===== config.mk =====
export PLATFORM = sky130hd
export DESIGN_NAME = mci_boot_seqr_flat
export DESIGN_NICKNAME = d
export VERILOG_FILES = /design/src/rtl/mci_pkg.sv /design/src/rtl/mci_boot_seqr_if.sv /design/src/rtl/mci_boot_seqr.sv /design/src/flat_wrapper.sv
export SDC_FILE = /design/constraint.sdc
export NUM_CORES = 1
export LEC_CHECK = 0
export CELL_PAD_IN_SITES_DETAIL_PLACEMENT = 1
export CELL_PAD_IN_SITES_GLOBAL_PLACEMENT = 1
export CORE_MARGIN = 5
export CORE_UTILIZATION = 34
export CTS_BUF_LIST = sky130_fd_sc_hd__clkbuf_8
export CTS_CLUSTER_DIAMETER = 80
export DETAILED_ROUTE_END_ITERATION = 16
export GPL_TIMING_DRIVEN = 0
export PLACE_DENSITY_LB_ADDON = 0.1
export SLEW_MARGIN = 40
export SYNTH_ARGS = -nofsm -noshare
export SYNTH_HDL_FRONTEND = slang
export SYNTH_SLANG_ARGS = --single-unit

===== constraint.sdc =====
create_clock -name clk -period 1.64 [get_ports clk]
set_input_delay 0.41 -clock clk [delete_from_list [all_inputs] [get_ports clk]]
set_output_delay 0.41 -clock clk [all_outputs]
set_load 0.02 [all_outputs]

===== src/rtl/mci_pkg.sv =====
// Shared MCI definitions: boot FSM state encoding and hitless-update reset hold length.
package mci_pkg;

    localparam int unsigned MCI_MCU_UPDATE_RESET_CYLES = 10;
    localparam int unsigned MCI_BOOT_STATE_W           = 4;

    typedef enum logic [MCI_BOOT_STATE_W-1:0] {
        BOOT_IDLE        = 4'h0,
        BOOT_OTP_FC      = 4'h1,
        BOOT_LCC         = 4'h2,
        BOOT_MCU         = 4'h3,
        BOOT_WAIT_UPDATE = 4'h4,
        BOOT_RST_MCU     = 4'h5
    } mci_boot_fsm_state_e;

endpackage


===== src/rtl/mci_boot_seqr_if.sv =====
// Boot sequencer control bundle: breakpoint, init handshakes, update request and reset outputs.
interface mci_boot_seqr_if;
    import mci_pkg::*;

    logic                brkpoint_en_i;
    logic                brkpoint_go_i;
    logic                fc_done_i;
    logic                lcc_done_i;
    logic                fw_update_req_i;
    logic                fc_init_o;
    logic                lcc_init_o;
    logic                cptra_rst_b_o;
    logic                mcu_rst_b_o;
    logic                update_done_o;
    mci_boot_fsm_state_e boot_fsm_state_o;

    // Sequencer side
    modport master (
        input  brkpoint_en_i,
        input  brkpoint_go_i,
        input  fc_done_i,
        input  lcc_done_i,
        input  fw_update_req_i,
        output fc_init_o,
        output lcc_init_o,
        output cptra_rst_b_o,
        output mcu_rst_b_o,
        output update_done_o,
        output boot_fsm_state_o
    );

    // SoC / environment side
    modport slave (
        output brkpoint_en_i,
        output brkpoint_go_i,
        output fc_done_i,
        output lcc_done_i,
        output fw_update_req_i,
        input  fc_init_o,
        input  lcc_init_o,
        input  cptra_rst_b_o,
        input  mcu_rst_b_o,
        input  update_done_o,
        input  boot_fsm_state_o
    );

endinterface


===== src/rtl/mci_boot_seqr.sv =====
// MCI boot sequencer: fuse ctrl -> lifecycle ctrl -> Caliptra/MCU release, plus hitless MCU reset.
// Breakpoint hold in BOOT_IDLE is enabled by defining MCI_BOOT_BRKPOINT_EN.
module mci_boot_seqr
    import mci_pkg::*;
#(
    parameter int unsigned UPDATE_RST_CYCLES = MCI_MCU_UPDATE_RESET_CYLES
) (
    input  logic           clk,
    input  logic           mci_rst_b,
    mci_boot_seqr_if.master bus
);

    localparam int unsigned       CNT_W    = $clog2(UPDATE_RST_CYCLES + 1);
    localparam logic [CNT_W-1:0]  CNT_LAST = CNT_W'(UPDATE_RST_CYCLES - 1);

    mci_boot_fsm_state_e state_q, state_d;
    logic [CNT_W-1:0]    cnt_q, cnt_d;
    logic                update_q, update_d;

    // State, reset-hold counter and update-complete flag
    always_ff @(posedge clk or negedge mci_rst_b) begin
        if (!mci_rst_b) begin
            state_q  <= BOOT_IDLE;
            cnt_q    <= '0;
            update_q <= 1'b0;
        end else begin
            state_q  <= state_d;
            cnt_q    <= cnt_d;
            update_q <= update_d;
        end
    end

`ifndef MCI_BOOT_BRKPOINT_EN
    logic unused_brkpoint;
    assign unused_brkpoint = bus.brkpoint_en_i ^ bus.brkpoint_go_i;
`endif

    // Next-state logic
    always_comb begin
        state_d  = state_q;
        cnt_d    = cnt_q;
        update_d = 1'b0;
        case (state_q)
            BOOT_IDLE: begin
`ifdef MCI_BOOT_BRKPOINT_EN
                if (!bus.brkpoint_en_i || bus.brkpoint_go_i) begin
                    state_d = BOOT_OTP_FC;
                end
`else
                state_d = BOOT_OTP_FC;
`endif
            end
            BOOT_OTP_FC: begin
                if (bus.fc_done_i) begin
                    state_d = BOOT_LCC;
                end
            end
            BOOT_LCC: begin
                if (bus.lcc_done_i) begin
                    state_d = BOOT_MCU;
                end
            end
            BOOT_MCU: begin
                state_d = BOOT_WAIT_UPDATE;
            end
            BOOT_WAIT_UPDATE: begin
                if (bus.fw_update_req_i) begin
                    state_d = BOOT_RST_MCU;
                    cnt_d   = '0;
                end
            end
            BOOT_RST_MCU: begin
                // Requests seen here are dropped; only the hold count matters.
                if (cnt_q == CNT_LAST) begin
                    state_d  = BOOT_MCU;
                    update_d = 1'b1;
                end else begin
                    cnt_d = cnt_q + CNT_W'(1);
                end
            end
            default: begin
                state_d = BOOT_IDLE;
            end
        endcase
    end

    // Moore output decode from the registered state; illegal encodings decode as idle
    always_comb begin
        bus.fc_init_o     = 1'b0;
        bus.lcc_init_o    = 1'b0;
        bus.cptra_rst_b_o = 1'b0;
        bus.mcu_rst_b_o   = 1'b0;
        case (state_q)
            BOOT_OTP_FC: begin
                bus.fc_init_o = 1'b1;
            end
            BOOT_LCC: begin
                bus.fc_init_o  = 1'b1;
                bus.lcc_init_o = 1'b1;
            end
            BOOT_MCU, BOOT_WAIT_UPDATE: begin
                bus.fc_init_o     = 1'b1;
                bus.lcc_init_o    = 1'b1;
                bus.cptra_rst_b_o = 1'b1;
                bus.mcu_rst_b_o   = 1'b1;
            end
            BOOT_RST_MCU: begin
                bus.fc_init_o     = 1'b1;
                bus.lcc_init_o    = 1'b1;
                bus.cptra_rst_b_o = 1'b1;
            end
            default: begin
            end
        endcase
    end

    assign bus.update_done_o    = update_q;
    assign bus.boot_fsm_state_o = state_q;

endmodule


===== src/flat_wrapper.sv =====
// flat-port wrapper written by rule: the top's interface ports become plain ports
module mci_boot_seqr_flat import mci_pkg::*;
#(
    parameter int unsigned UPDATE_RST_CYCLES = MCI_MCU_UPDATE_RESET_CYLES
)
  (clk, mci_rst_b, bus_brkpoint_en_i, bus_brkpoint_go_i, bus_fc_done_i, bus_lcc_done_i, bus_fw_update_req_i, bus_fc_init_o, bus_lcc_init_o, bus_cptra_rst_b_o, bus_mcu_rst_b_o, bus_update_done_o, bus_boot_fsm_state_o);
  mci_boot_seqr_if bus_i ();
  input  logic clk;
  input  logic mci_rst_b;
  input wire logic [$bits(bus_i.brkpoint_en_i)-1:0] bus_brkpoint_en_i;
  input wire logic [$bits(bus_i.brkpoint_go_i)-1:0] bus_brkpoint_go_i;
  input wire logic [$bits(bus_i.fc_done_i)-1:0] bus_fc_done_i;
  input wire logic [$bits(bus_i.lcc_done_i)-1:0] bus_lcc_done_i;
  input wire logic [$bits(bus_i.fw_update_req_i)-1:0] bus_fw_update_req_i;
  output wire logic [$bits(bus_i.fc_init_o)-1:0] bus_fc_init_o;
  output wire logic [$bits(bus_i.lcc_init_o)-1:0] bus_lcc_init_o;
  output wire logic [$bits(bus_i.cptra_rst_b_o)-1:0] bus_cptra_rst_b_o;
  output wire logic [$bits(bus_i.mcu_rst_b_o)-1:0] bus_mcu_rst_b_o;
  output wire logic [$bits(bus_i.update_done_o)-1:0] bus_update_done_o;
  output wire logic [$bits(bus_i.boot_fsm_state_o)-1:0] bus_boot_fsm_state_o;
  assign bus_i.brkpoint_en_i = bus_brkpoint_en_i;
  assign bus_i.brkpoint_go_i = bus_brkpoint_go_i;
  assign bus_i.fc_done_i = bus_fc_done_i;
  assign bus_i.lcc_done_i = bus_lcc_done_i;
  assign bus_i.fw_update_req_i = bus_fw_update_req_i;
  assign bus_fc_init_o = bus_i.fc_init_o;
  assign bus_lcc_init_o = bus_i.lcc_init_o;
  assign bus_cptra_rst_b_o = bus_i.cptra_rst_b_o;
  assign bus_mcu_rst_b_o = bus_i.mcu_rst_b_o;
  assign bus_update_done_o = bus_i.update_done_o;
  assign bus_boot_fsm_state_o = bus_i.boot_fsm_state_o;
  mci_boot_seqr #(.UPDATE_RST_CYCLES(UPDATE_RST_CYCLES)) u_core (.clk(clk), .mci_rst_b(mci_rst_b), .bus(bus_i));
endmodule

==> summary.txt, run 1 <==
Status
  – Status: completed

Clock network
  – Longest Clk Path Bufs: 2
  – Clock slew at reported path FFs: 0.04 ns
  – H-tree Lvls: 1
  – Post-CTS Hold Buffers: 0
  – CTS Buf Count: 3
  – CTS sink cnt: 8
  – Worst-Skew Late Latency: 0.23 ns
  – CTS tree: built
  – CTS Root Cell: clkbuf_8

GRT
  – Final global-route overflow total: 0
  – Global-route wire length before repair: 2320 um
  – Number of global-route vias before repair: 515
  – Initial antenna violation count: 0
  – GR Util All Layers: 12.5%
  – Largest net degree at the start of global routing: 11

Detailed routing
  – DRC Markers: 0
  – Metal3 WL: 74 um
  – ANT nets after route: 0
  – DRT Pass-1 Iters: 4
  – Met1 wire length: 605 um
  – Vias per std cell: 5.55
  – Routed WL per cell: 15.7 um
  – Starting DRT DRC Count: 8
  – Via count: 488
  – Met2 WL post-DR: 682 um
  – Routed WL: 1380 um
  – Top Metal Used: met4

Die
  – CORE AREA: 0.00135 mm2
  – Die Area: 0.00234 mm2
  – # IOs: 16
  – DIE WIDTH: 48.4 um
  – Starting Density: 37.1%
  – Site Rows: 13
  – Die height: 48.4 um

Timing
  – Fin crit period: 1.60 ns
  – Setup TNS: 0 ns
  – Final setup vio count: 0
  – Final Skew: 0.00201 ns
  – WHS: 0.464 ns
  – Fin. Hold Viols: 0
  – Achievable clock frequency: 0.626 GHz
  – Final Max Tran Viols: 0
  – Fin crit share: 97.4%
  – RSZ-0062 raised after global routing: true

Synthesis
  – Synth unique cells: 25
  – Mapped cell area: 500 um2
  – Seq/Total Area, Yosys: 40.0%
  – Avg Cell Area, Syn: 8.94 um2
  – Post-Syn Instances: 56
  – Syn nets: 65
  – #FFs+latches synth: 8
  – Number of synthesis warnings: 0

Setup path
  – Critical path class: reg -> out
  – Crit path cell chain: clkbuf_8 -> nor3_2 -> a21oi_1 -> buf_2
  – CP endpoint kind: primary output
  – CP max-delay cell: dfrtp_2
  – Critical path buffer and inverter count: 2
  – Worst EP required: 1.23 ns
  – Crit path max fanout: 10
  – Critical R2R Capture: u_core.bus.boot_fsm_state_o[2]$_DFFE_PN0P_
  – Worst Setup Start Kind: register
  – Delay-heaviest family, CP: flip-flops
  – CP arrival: 1.19 ns
  – R2R cell count: 5
  – Largest stage delay, worst path: 0.42 ns
  – Reg2reg start: u_core.cnt_q[1]$_DFFE_PN0P_
  – Worst R2R Setup Slack: 0.34 ns

Layout
  – Area delta synth->final: 43.5%
  – Fill cells: 155
  – ANT cells: 0
  – Util after Layout: 53.2%
  – Commonest cells after routing, fill and taps aside: nand3_1, dfrtp_1, o21ai_0, clkdlybuf4s50_1
  – Share of layout cells above drive strength 1: 27.4%
  – Nets: 84
  – Final std cells w/o fill: 88

Power
  – Pwr/cell area: 2100 mW/mm2
  – Leak: 0.000349 uW
  – Power consumption: 1510 uW
  – Max VDD drop: 1.06 mV

Hold path
  – Min-Delay Path Class: in -> async

Place
  – Placed insts: 83
  – DP HPWL: 998 um
  – Gpl congestion: 0.753
  – Port buffer count: 12

Job
  – Max-Cap Viols: 0
==> how the worst max path moves through the flow <==
stage	startpoint	to	slack (ns)	depth (start not counted)
CTS	u_core.bus.boot_fsm_state_o[1]$_DFFE_PN0P_	bus_boot_fsm_state_o[1]	-0.01	1
finish	u_core.bus.boot_fsm_state_o[0]$_DFFE_PN0P_	bus_fc_init_o	0.04	4
floorplan	u_core.bus.boot_fsm_state_o[0]$_DFFE_PN0P_	bus_fc_init_o	0.004	3
detailed placement	u_core.bus.boot_fsm_state_o[0]$_DFFE_PN0P_	bus_fc_init_o	-0.47	4
global route	u_core.bus.boot_fsm_state_o[0]$_DFFE_PN0P_	bus_fc_init_o	-0.001	4
global placement	u_core.bus.boot_fsm_state_o[0]$_DFFE_PN0P_	bus_fc_init_o	-0.45	4
==> area by class of cell <==
type | instances | area (um2) | area share [%]
buffer | 4 | 47.5 | 6.62
sequential | 8 | 201 | 28.0
tap | 15 | 18.8 | 2.61
clock buffer | 3 | 41.3 | 5.75
inverter | 2 | 7.51 | 1.05
multi-input combinational | 42 | 280 | 39.0
timing repair buffer | 14 | 121 | 16.9
==> repair_timing <==
item                                    in CTS  in global routing
endpoints found under the setup margin       5                  5
pin swaps                                    0                  0
resized for setup                           29                  5
buffers inserted                             1                  1
cloned                                       0                  0
==> logic make-up after synthesis <==
| group | Yosys count | share of synthesized area (%) |
|---|---|---|
| adder cells (fa/ha/maj) | 2 | 5.00 |
| XOR/XNOR | 1 | 1.75 |
| other | 1 | 0.749 |
| AND/OR/NAND/NOR | 24 | 28.8 |
| flip-flops | 8 | 40.0 |
| AO/OA/AOI/OAI | 14 | 17.0 |
| buffers and inverters | 6 | 6.75 |
==> stage by stage <==
stage	cell area, um2	setup WS (ns)
detailed placement	639	-0.466
finish	718	0.0431
floorplan	500	0.00374
CTS	696	-0.0146
global route	718	-0.00105
global placement	639	-0.445
==> layer usage <==
metal | global-route usage [%] | vias to the layer above
li1 | - | 234
met1 | 14.4 | 241
met2 | 20.4 | 8
met3 | 5.20 | 5
met4 | 4.15 | 0
met5 | 0 | -
==> synth_stat cells (all sizes together) <==
cell | number | share of area (%)
a21oi | 3 | 3.0
xor2 | 1 | 1.8
dfrtp | 8 | 40
a21o | 1 | 1.5
ha | 2 | 5.0
nand2b | 1 | 2.7
nand3b | 1 | 1.5
o31ai | 1 | 1.5
nor3 | 1 | 1.0
nor2b | 2 | 2.5
nand2 | 4 | 3.0
nand4b | 2 | 3.5
and3b | 1 | 1.8
inv | 2 | 1.5
buf | 2 | 3.8
nor2 | 2 | 1.5
a21bo | 1 | 2.0
or4b | 1 | 2.0
clkbuf | 2 | 1.5
a222oi | 1 | 2.0
conb | 1 | 0.75
nand3 | 8 | 8.0
o21ai | 7 | 7.0
nand4 | 1 | 1.3
==> sequential cells by signal, indices dropped and copies added, names as in the netlist <==
signal	cells
u_core.cnt_q	4
u_core.bus.boot_fsm_state_o	3
u_core.bus.update_done_o	1
==> report_power, final <==
group / switching (uW) / leakage (uW) / total (uW) / internal [uW]
logic: 512 / 0.000229 / 919 / 406
clock network: 78.8 / 0.0000216 / 238 / 159
registers: 79.3 / 0.0000980 / 354 / 275
total: 671 / 0.000349 / 1510 / 841
No activity file was read; power rests on OpenSTA's default activity.
==> run 2: changes to the inputs <==
--- a/config.mk
+++ b/config.mk
@@ -13,8 +13,7 @@
 export CTS_CLUSTER_DIAMETER = 80
 export DETAILED_ROUTE_END_ITERATION = 16
 export GPL_TIMING_DRIVEN = 0
-export PLACE_DENSITY_LB_ADDON = 0.1
-export SLEW_MARGIN = 40
+export PLACE_DENSITY = 0.85
 export SYNTH_ARGS = -nofsm -noshare
 export SYNTH_HDL_FRONTEND = slang
 export SYNTH_SLANG_ARGS = --single-unit
==> summary.txt, run 2 (synthesis results as in run 1) <==
Status
  – Status: completed (unchanged)

GRT
  – Met2 Usage GRT: 19.6% (was 20.4%)
  – GR Util All Layers: 12.6% (was 12.5%)
  – Global-route wire length before repair: 2420 um (was 2320 um)
  – M3 GR Usage: 3.98% (was 5.20%)
  – Final global-route overflow total: 0 (unchanged)
  – Initial antenna violation count: 0 (unchanged)
  – GRT met1 Usage: 16.4% (was 14.4%)
  – Largest net degree at the start of global routing: 11 (unchanged)
  – Most crowded layer after global routing: met2 (unchanged)
  – Number of global-route vias before repair: 514 (was 515)

Layout
  – Commonest cells after routing, fill and taps aside: nand3_1, buf_4, dfrtp_1, o21ai_0, clkdlybuf4s50_1 (was nand3_1, dfrtp_1, o21ai_0, clkdlybuf4s50_1)
  – Reg with most FFs: u_core.cnt_q (unchanged)
  – Area delta synth->final: 49.0% (was 43.5%)
  – Share of layout cells above drive strength 1: 29.3% (was 27.4%)
  – Fill cells: 153 (was 155)
  – ANT cells: 0 (unchanged)
  – Max reg flops: 4 (unchanged)
  – Nets: 86 (was 84)

Die
  – Site Rows: 13 (unchanged)
  – Die Area: 0.00234 mm2 (unchanged)
  – # IOs: 16 (unchanged)
  – CORE AREA: 0.00135 mm2 (unchanged)
  – DIE WIDTH: 48.4 um (unchanged)
  – Starting Density: 37.1% (unchanged)
  – Die height: 48.4 um (unchanged)

Timing
  – Final setup vio count: 0 (unchanged)
  – Final Skew: 0.00661 ns (was 0.00201 ns)
  – Achievable clock frequency: 0.624 GHz (was 0.626 GHz)
  – Fin. Hold Viols: 0 (unchanged)
  – WHS: 0.466 ns (was 0.464 ns)
  – Fin crit period: 1.60 ns (about the same)
  – Setup TNS: 0 ns (unchanged)
  – Fin crit share: 97.8% (was 97.4%)
  – Final Max Tran Viols: 0 (unchanged)

Power
  – Pwr/cell area: 2170 mW/mm2 (was 2100 mW/mm2)
  – Max VDD drop: 0.969 mV (was 1.06 mV)
  – Leak: 0.000348 uW (was 0.000349 uW)

Setup path
  – Delay-heaviest family, CP: buffers and inverters (was flip-flops)
  – Worst Setup Start Kind: register (unchanged)
  – Crit path max fanout: 2 (was 10)
  – Crit path cell chain: clkdlybuf4s50_1 (was clkbuf_8 -> nor3_2 -> a21oi_1 -> buf_2)
  – Worst EP required: 1.23 ns (about the same)
  – Largest stage delay, worst path: 0.61 ns (was 0.42 ns)
  – CP max-delay cell: clkdlybuf4s50_1 (was dfrtp_2)
  – CP endpoint kind: primary output (unchanged)
  – CP arrival: 1.19 ns (about the same)
  – Critical path class: reg -> out (unchanged)
  – Critical path buffer and inverter count: 1 (was 2)

Detailed routing
  – Via count: 516 (was 488)
  – Routed WL per cell: 16.1 um (was 15.7 um)
  – ANT nets after route: 0 (unchanged)
  – DRT Pass-1 Iters: 4 (unchanged)
  – Routed WL: 1450 um (was 1380 um)
  – DRC Markers: 0 (unchanged)
  – Starting DRT DRC Count: 13 (was 8)
  – Vias per std cell: 5.73 (was 5.55)

Clock network
  – Post-CTS Hold Buffers: 0 (unchanged)
  – Clock slew at reported path FFs: 0.04 ns (about the same)
  – CTS Buf Count: 3 (unchanged)
  – CTS sink cnt: 8 (unchanged)
  – H-tree Lvls: 1 (unchanged)
  – Worst-Skew Late Latency: 0.23 ns (about the same)
  – Longest Clk Path Bufs: 2 (unchanged)
  – CTS tree: built (unchanged)
  – CTS Root Cell: clkbuf_8 (unchanged)

Place
  – Gpl congestion: 0.742 (was 0.753)
  – Port buffer count: 12 (unchanged)
  – DP HPWL: 1020 um (was 998 um)

Job
  – Max-Cap Viols: 0 (unchanged)

Hold path
  – Min-Delay Path Class: in -> async (unchanged)
[run 2: cell types whose count changed in the layout (fill, tap and decap cells not counted)]
cell | previous run | this run
inv_2 | 1 | 0
buf_2 | 3 | 1
dlymetal6s2s_1 | 2 | 1
buf_4 | 4 | 7
nor3_2 | 1 | 0
buf_6 | 1 | 3
clkbuf_8 | 4 | 3
clkdlybuf4s50_1 | 5 | 6
inv_4 | 0 | 1
nor3_4 | 0 | 1
[run 2: final timing paths]
| check | startpoint | endpoint | slack [ns] | cells after the start |
|---|---|---|---|---|
| max in group asynchronous | mci_rst_b | u_core.bus.boot_fsm_state_o[0]$_DFFE_PN0P_ | 0.88 | 1 |
| worst min register to register | u_core.cnt_q[2]$_DFFE_PN0P_ | u_core.cnt_q[2]$_DFFE_PN0P_ | 0.56 | 1 |
| worst max register to register | u_core.cnt_q[1]$_DFFE_PN0P_ | u_core.bus.boot_fsm_state_o[2]$_DFFE_PN0P_ | 0.32 | 5 |
| worst min-delay path | mci_rst_b | u_core.bus.update_done_o$_DFF_PN0_ | 0.47 | 1 |
| min in group clk | u_core.cnt_q[2]$_DFFE_PN0P_ | u_core.cnt_q[2]$_DFFE_PN0P_ | 0.56 | 1 |
| worst max-delay path | u_core.bus.boot_fsm_state_o[2]$_DFFE_PN0P_ | bus_boot_fsm_state_o[2] | 0.04 | 1 |
[run 2: layout make-up]
type	count	area (um2)	share of cell area (%)
multi-input combinational	42	287	38.4
timing repair buffer	16	143	19.1
tap	15	18.8	2.52
inverter	2	10.0	1.34
sequential	8	201	27.0
clock buffer	3	41.3	5.54
buffer	4	45.0	6.04
[run 2: through the flow]
step	cells	power, uW	worst slack [ns]	utilization, %	instance area (um2)
4_1_cts	86	1450	-0.00988	50.3	679
3_5_place_dp	83	1230	-0.475	47.4	639
3_3_place_gp	83	1200	-0.420	47.4	639
5_1_grt	90	1740	-0.00525	55.2	746
2_1_floorplan	56	882	0.00374	-	500
6_report	90	1620	0.0368	55.2	746
[run 2: where the power goes]
group / total, uW / internal, uW / switching, uW
clock: 238 / 159 / 79.1
combinational: 1010 / 470 / 544
sequential: 366 / 275 / 91.2
total: 1620 / 904 / 715
[run 2: metal layers]
layer / vias to the layer above / part of all wire, %
li1: 243 / -
met1: 259 / 44
met2: 11 / 50
met3: 3 / 4.0
met4: 0 / 1.4
met5: - / 0
[run 2: what timing repair did]
| action | CTS | global route |
|---|---|---|
| setup endpoints to repair | 5 | 3 |
| buffers inserted | 0 | 4 |
| resized for setup | 26 | 13 |
| pin swaps | 0 | 1 |
==> variant 1: new RTL, settings of run 1 <==
Reset style: synchronous (`mci_rst_b`), changed in one clocked block.
--- a/src/rtl/mci_boot_seqr.sv
+++ b/src/rtl/mci_boot_seqr.sv
@@ -18,7 +18,7 @@
     logic                update_q, update_d;
 
     // State, reset-hold counter and update-complete flag
-    always_ff @(posedge clk or negedge mci_rst_b) begin
+    always_ff @(posedge clk) begin
         if (!mci_rst_b) begin
             state_q  <= BOOT_IDLE;
             cnt_q    <= '0;
Behaviour: differs if mci_rst_b is asserted again (counterexample within 4 cycles, from zero or initial values and one cycle with mci_rst_b low); with mci_rst_b held inactive, the same outputs for 10 cycles.
==> variant 1 against run 1 <==
Synthesized area rose by 4.2%. Die area increased by 3.4%. Sequential cell count stayed put. Worst setup slack gained 45 ps. Cell area decreased by 1.7%. Global-route usage is 0.82 points lower. Wire length fell by 5.8%. Utilization is 5.8 points lower. Highest routed layer unchanged.
Power is not compared: it rests on default switching activity, and its combinational part moved more than twofold at a synthesized area within 25%.
==> variant 1: results <==
group,metric,value,unit
synth,yosys-top-cells-area,"dfxtp_1 31%, nand3b_1 7.2%, o31ai_1 5.8%",
cells_and_area,drive_gt1_frac,0.182,
power,clock_power,0.238,mW
clock_tree,clkLatencyLatePin,230,ps
synth,ys_top_cells_by_count,"8 x dfxtp_1, 5 x nand3b_1, 4 x inv_1, 4 x o31ai_1",
critical_path,timing.rr.start,"u_core.cnt_q[1]",
cells_and_area,fin_nets,88,
worst_hold_path,min_path_type,"flip-flop to flip-flop",
synth,synth_seq_area_share,0.307,
clock_tree,cts-resized-gates,20,
synth,synthArstFlopShare,0,
clock_tree,cts_max_level,1,
sta,finClkSkew,2.41,ps
place,placed_area,662,sq um
place,gp_congestion,0.745,
clock_tree,postCtsSetupBuffers,0,
routing,drtPass1Iterations,4,
synth,yosysUniqueCellTypes,32,
clock_tree,cts.path.max_buffers,2,
routing,drtIter0Drc,13,
run_status,run_status,"completed",
routing,avgRoutedWirePerCell,14.0,um
routing,vias,499,
clock_tree,root_buffer,"clkbuf_8",
cells_and_area,top_register,"u_core.cnt_q",
critical_path,path_max_fanout,10,
synth,synth_fp_nets,71,
critical_path,cp.arrival,1140,ps
global_routing,grt_pass1_vias,520,
global_routing,grt_first_pass_wirelength,2230,um
critical_path,critPathLaunch,"u_core.bus.boot_fsm_state_o[2]",
place,dpl.hpwl,951,um
global_routing,grt_usage,0.116,
## variant 1: worst max-delay path, cell delays in order, from the launching register on
cell	delay (ps)
dfxtp_2	330
buf_6	140
nand3b_1	200
o21ai_1	100
buf_4	150
## variant 1: through the flow
stage	util	setup slack, ps	setup TNS [ps]	instances	total power, mW
2_1_floorplan	-	54.2	0	62	0.316
6_report	0.474	88.4	0	93	0.619
5_1_grt	0.474	4.04	0	93	0.656
4_1_cts	0.466	10.3	0	93	0.620
3_5_place_dp	0.445	-388	-1410	90	0.390
3_3_place_gp	0.445	-363	-1280	90	0.387
## variant 1: layout make-up
class	instances	area, sq um
tap	16	20.0
sequential	8	163
multi-input combinational	45	314
clock buffer	3	41.3
fill	186	783
inverter	4	15.0
buffer	5	48.8
timing repair buffer	12	104
## variant 1: routing by layer
metal  vias up  routed length [um]  track usage
li1        251                   -            -
met1       228                 592        0.135
met3         4                  86       0.0336
met5         -                   0            0
met4         0                  21       0.0673
met2        16                 599        0.187
## variant 1: worst paths after layout
path	endpoint	slack (ps)	cells past startpoint
worst max-delay path	bus_mcu_rst_b_o	90	4
worst max register to register	u_core.cnt_q[2]	160	5
worst min-delay path	u_core.cnt_q[1]	510	2
worst min register to register	u_core.cnt_q[1]	510	2
## variant 1: kinds of logic (layout without fill, tap and decap cells)
logic type / count (synthesis) / after routing / synth area share
flops: 8 / 8 / 0.307
compound gates: 15 / 15 / 0.199
buf+inv: 9 / 24 / 0.0911
other cells: 1 / 1 / 0.00719
mux: 1 / 1 / 0.0192
simple gates: 25 / 25 / 0.312
fa+ha+maj: 2 / 2 / 0.0480
xor+xnor: 1 / 1 / 0.0168
==> variant 2: new RTL, flow settings as in run 1 <==
Without the edit above. `MCI_MCU_UPDATE_RESET_CYLES`: 10 -> 5.
--- a/src/rtl/mci_pkg.sv
+++ b/src/rtl/mci_pkg.sv
@@ -1,7 +1,7 @@
 // Shared MCI definitions: boot FSM state encoding and hitless-update reset hold length.
 package mci_pkg;
 
-    localparam int unsigned MCI_MCU_UPDATE_RESET_CYLES = 10;
+    localparam int unsigned MCI_MCU_UPDATE_RESET_CYLES = 5;
     localparam int unsigned MCI_BOOT_STATE_W           = 4;
 
     typedef enum logic [MCI_BOOT_STATE_W-1:0] {
Function: same outputs for any inputs over 10 cycles, from zero or initial values and one cycle with mci_rst_b low; that may be too few to reach the edited logic, so the function may still have changed.
==> variant 2 against run 1 <==
Count of clock-buffer cells in the layout unchanged. Synthesized area fell by 11%. Critical endpoint is now bus_mcu_rst_b_o. Clock skew grew 4.2 ps. Worst setup slack got worse by 39 ps. Largest power group unchanged. Cell area fell by 0.52%. First-iteration DRC count is the same. Hold slack lost 21 ps. Critical path depth unchanged. Utilization rose by 3.1 points. Total power decreased by 3.5%. Sequential cell count shrank 1. Wire length down 4.3%.
==> variant 2: results <==
group,metric,value,unit
place,place_inst,78,
clock_tree,clock_sinks,7,
critical_path,reg2reg_slack,270,ps
clock_tree,clk_pin_slew,50,ps
synth,synthArstFlopShare,1.00,
clock_tree,postCtsSetupBuffers,3,
critical_path,r2r-end,"u_core.cnt_q[2]",
cells_and_area,n_fill_cell,151,
place,dpl.hpwl,837,um
synth,synth_seq_area_share,0.395,
cells_and_area,fin_nets,83,
synth,yosys-top-cells-area,"dfrtp_1 40%, ha_1 5.6%, nand2b_1 5.6%",
cells_and_area,buffers_excl_clock,22,
synth,synth_cells,51,
cells_and_area,seq_share,0.249,
clock_tree,holdBufCountCts,0,
critical_path,path_max_fanout,7,
synth,ys_top_cells_by_count,"7 x dfrtp_1, 4 x a21oi_1, 4 x nand2_1, 4 x nand2b_1, 4 x nand3_1",
power,p_leak,0.350,nW
clock_tree,cts-resized-gates,28,
cells_and_area,drive_gt1_frac,0.342,
run_status,run_status,"completed",
routing,totalWireLength,1320,um
cells_and_area,clk_share,0.0648,
global_routing,grt_pass1_vias,468,
cells_and_area,multi_input_area_share,0.366,
critical_path,cp.arrival,1230,ps
routing,viasPerCell,5.01,
cells_and_area,multi_input_gates,38,
global_routing,grt_usage,0.142,
synth,yosysUniqueCellTypes,24,
routing,vias,441,
place,pre_cts_ws,-369,ps
place,gp_congestion,0.758,
sta,finClkSkew,6.19,ps
synth,synth_fp_nets,60,
place,placed_area,582,sq um
critical_path,timing.rr.start,"u_core.bus.boot_fsm_state_o[1]",
global_routing,grt_first_pass_wirelength,2100,um
power,irDropWorstVdd,1020,uV
sta,hold_ws,443,ps
cells_and_area,buf_share,0.284,
==> variant 2: report_power, final <==
| group | switching, mW | leakage, nW | internal (mW) |
|---|---|---|---|
| logic | 0.454 | 0.237 | 0.433 |
| clock network | 0.0831 | 0.0255 | 0.165 |
| registers | 0.0835 | 0.0879 | 0.240 |
| total | 0.620 | 0.350 | 0.839 |
==> variant 2: routing by layer <==
layer / GRT usage / routed length (um) / share of wire / vias to the layer above
li1: - / - / - / 222
met1: 0.194 / 585 / 0.44 / 210
met2: 0.206 / 688 / 0.52 / 9
met3: 0.0352 / 46 / 0.035 / 0
met4: 0.0682 / 0 / 0 / 0
met5: 0 / 0 / 0 / -
==> variant 2: cell families after synthesis <==
logic type,Yosys count,synth area share
fa+ha+maj,2,0.0565
simple gates,23,0.288
buf+inv,6,0.0678
flops,7,0.395
other cells,1,0.00847
compound gates,12,0.184
==> variant 2: critical path: stages (launching register included) <==
cell and delay, ps:
dfrtp_1 390, buf_6 140, nand2b_4 160, o21ai_4 170, buf_6 140
==> variant 2: worst max path at each step <==
stage | startpoint | endpoint | slack (ps) | depth (start not counted)
finish | u_core.bus.boot_fsm_state_o[1] | bus_mcu_rst_b_o | 5 | 4
global route | u_core.bus.boot_fsm_state_o[1] | bus_mcu_rst_b_o | -50 | 4
CTS | u_core.bus.boot_fsm_state_o[1] | bus_mcu_rst_b_o | -30 | 4
detailed placement | u_core.bus.boot_fsm_state_o[1] | bus_mcu_rst_b_o | -370 | 4
global placement | u_core.bus.boot_fsm_state_o[1] | bus_mcu_rst_b_o | -360 | 4
floorplan | u_core.bus.boot_fsm_state_o[1] | bus_mcu_rst_b_o | 40 | 3
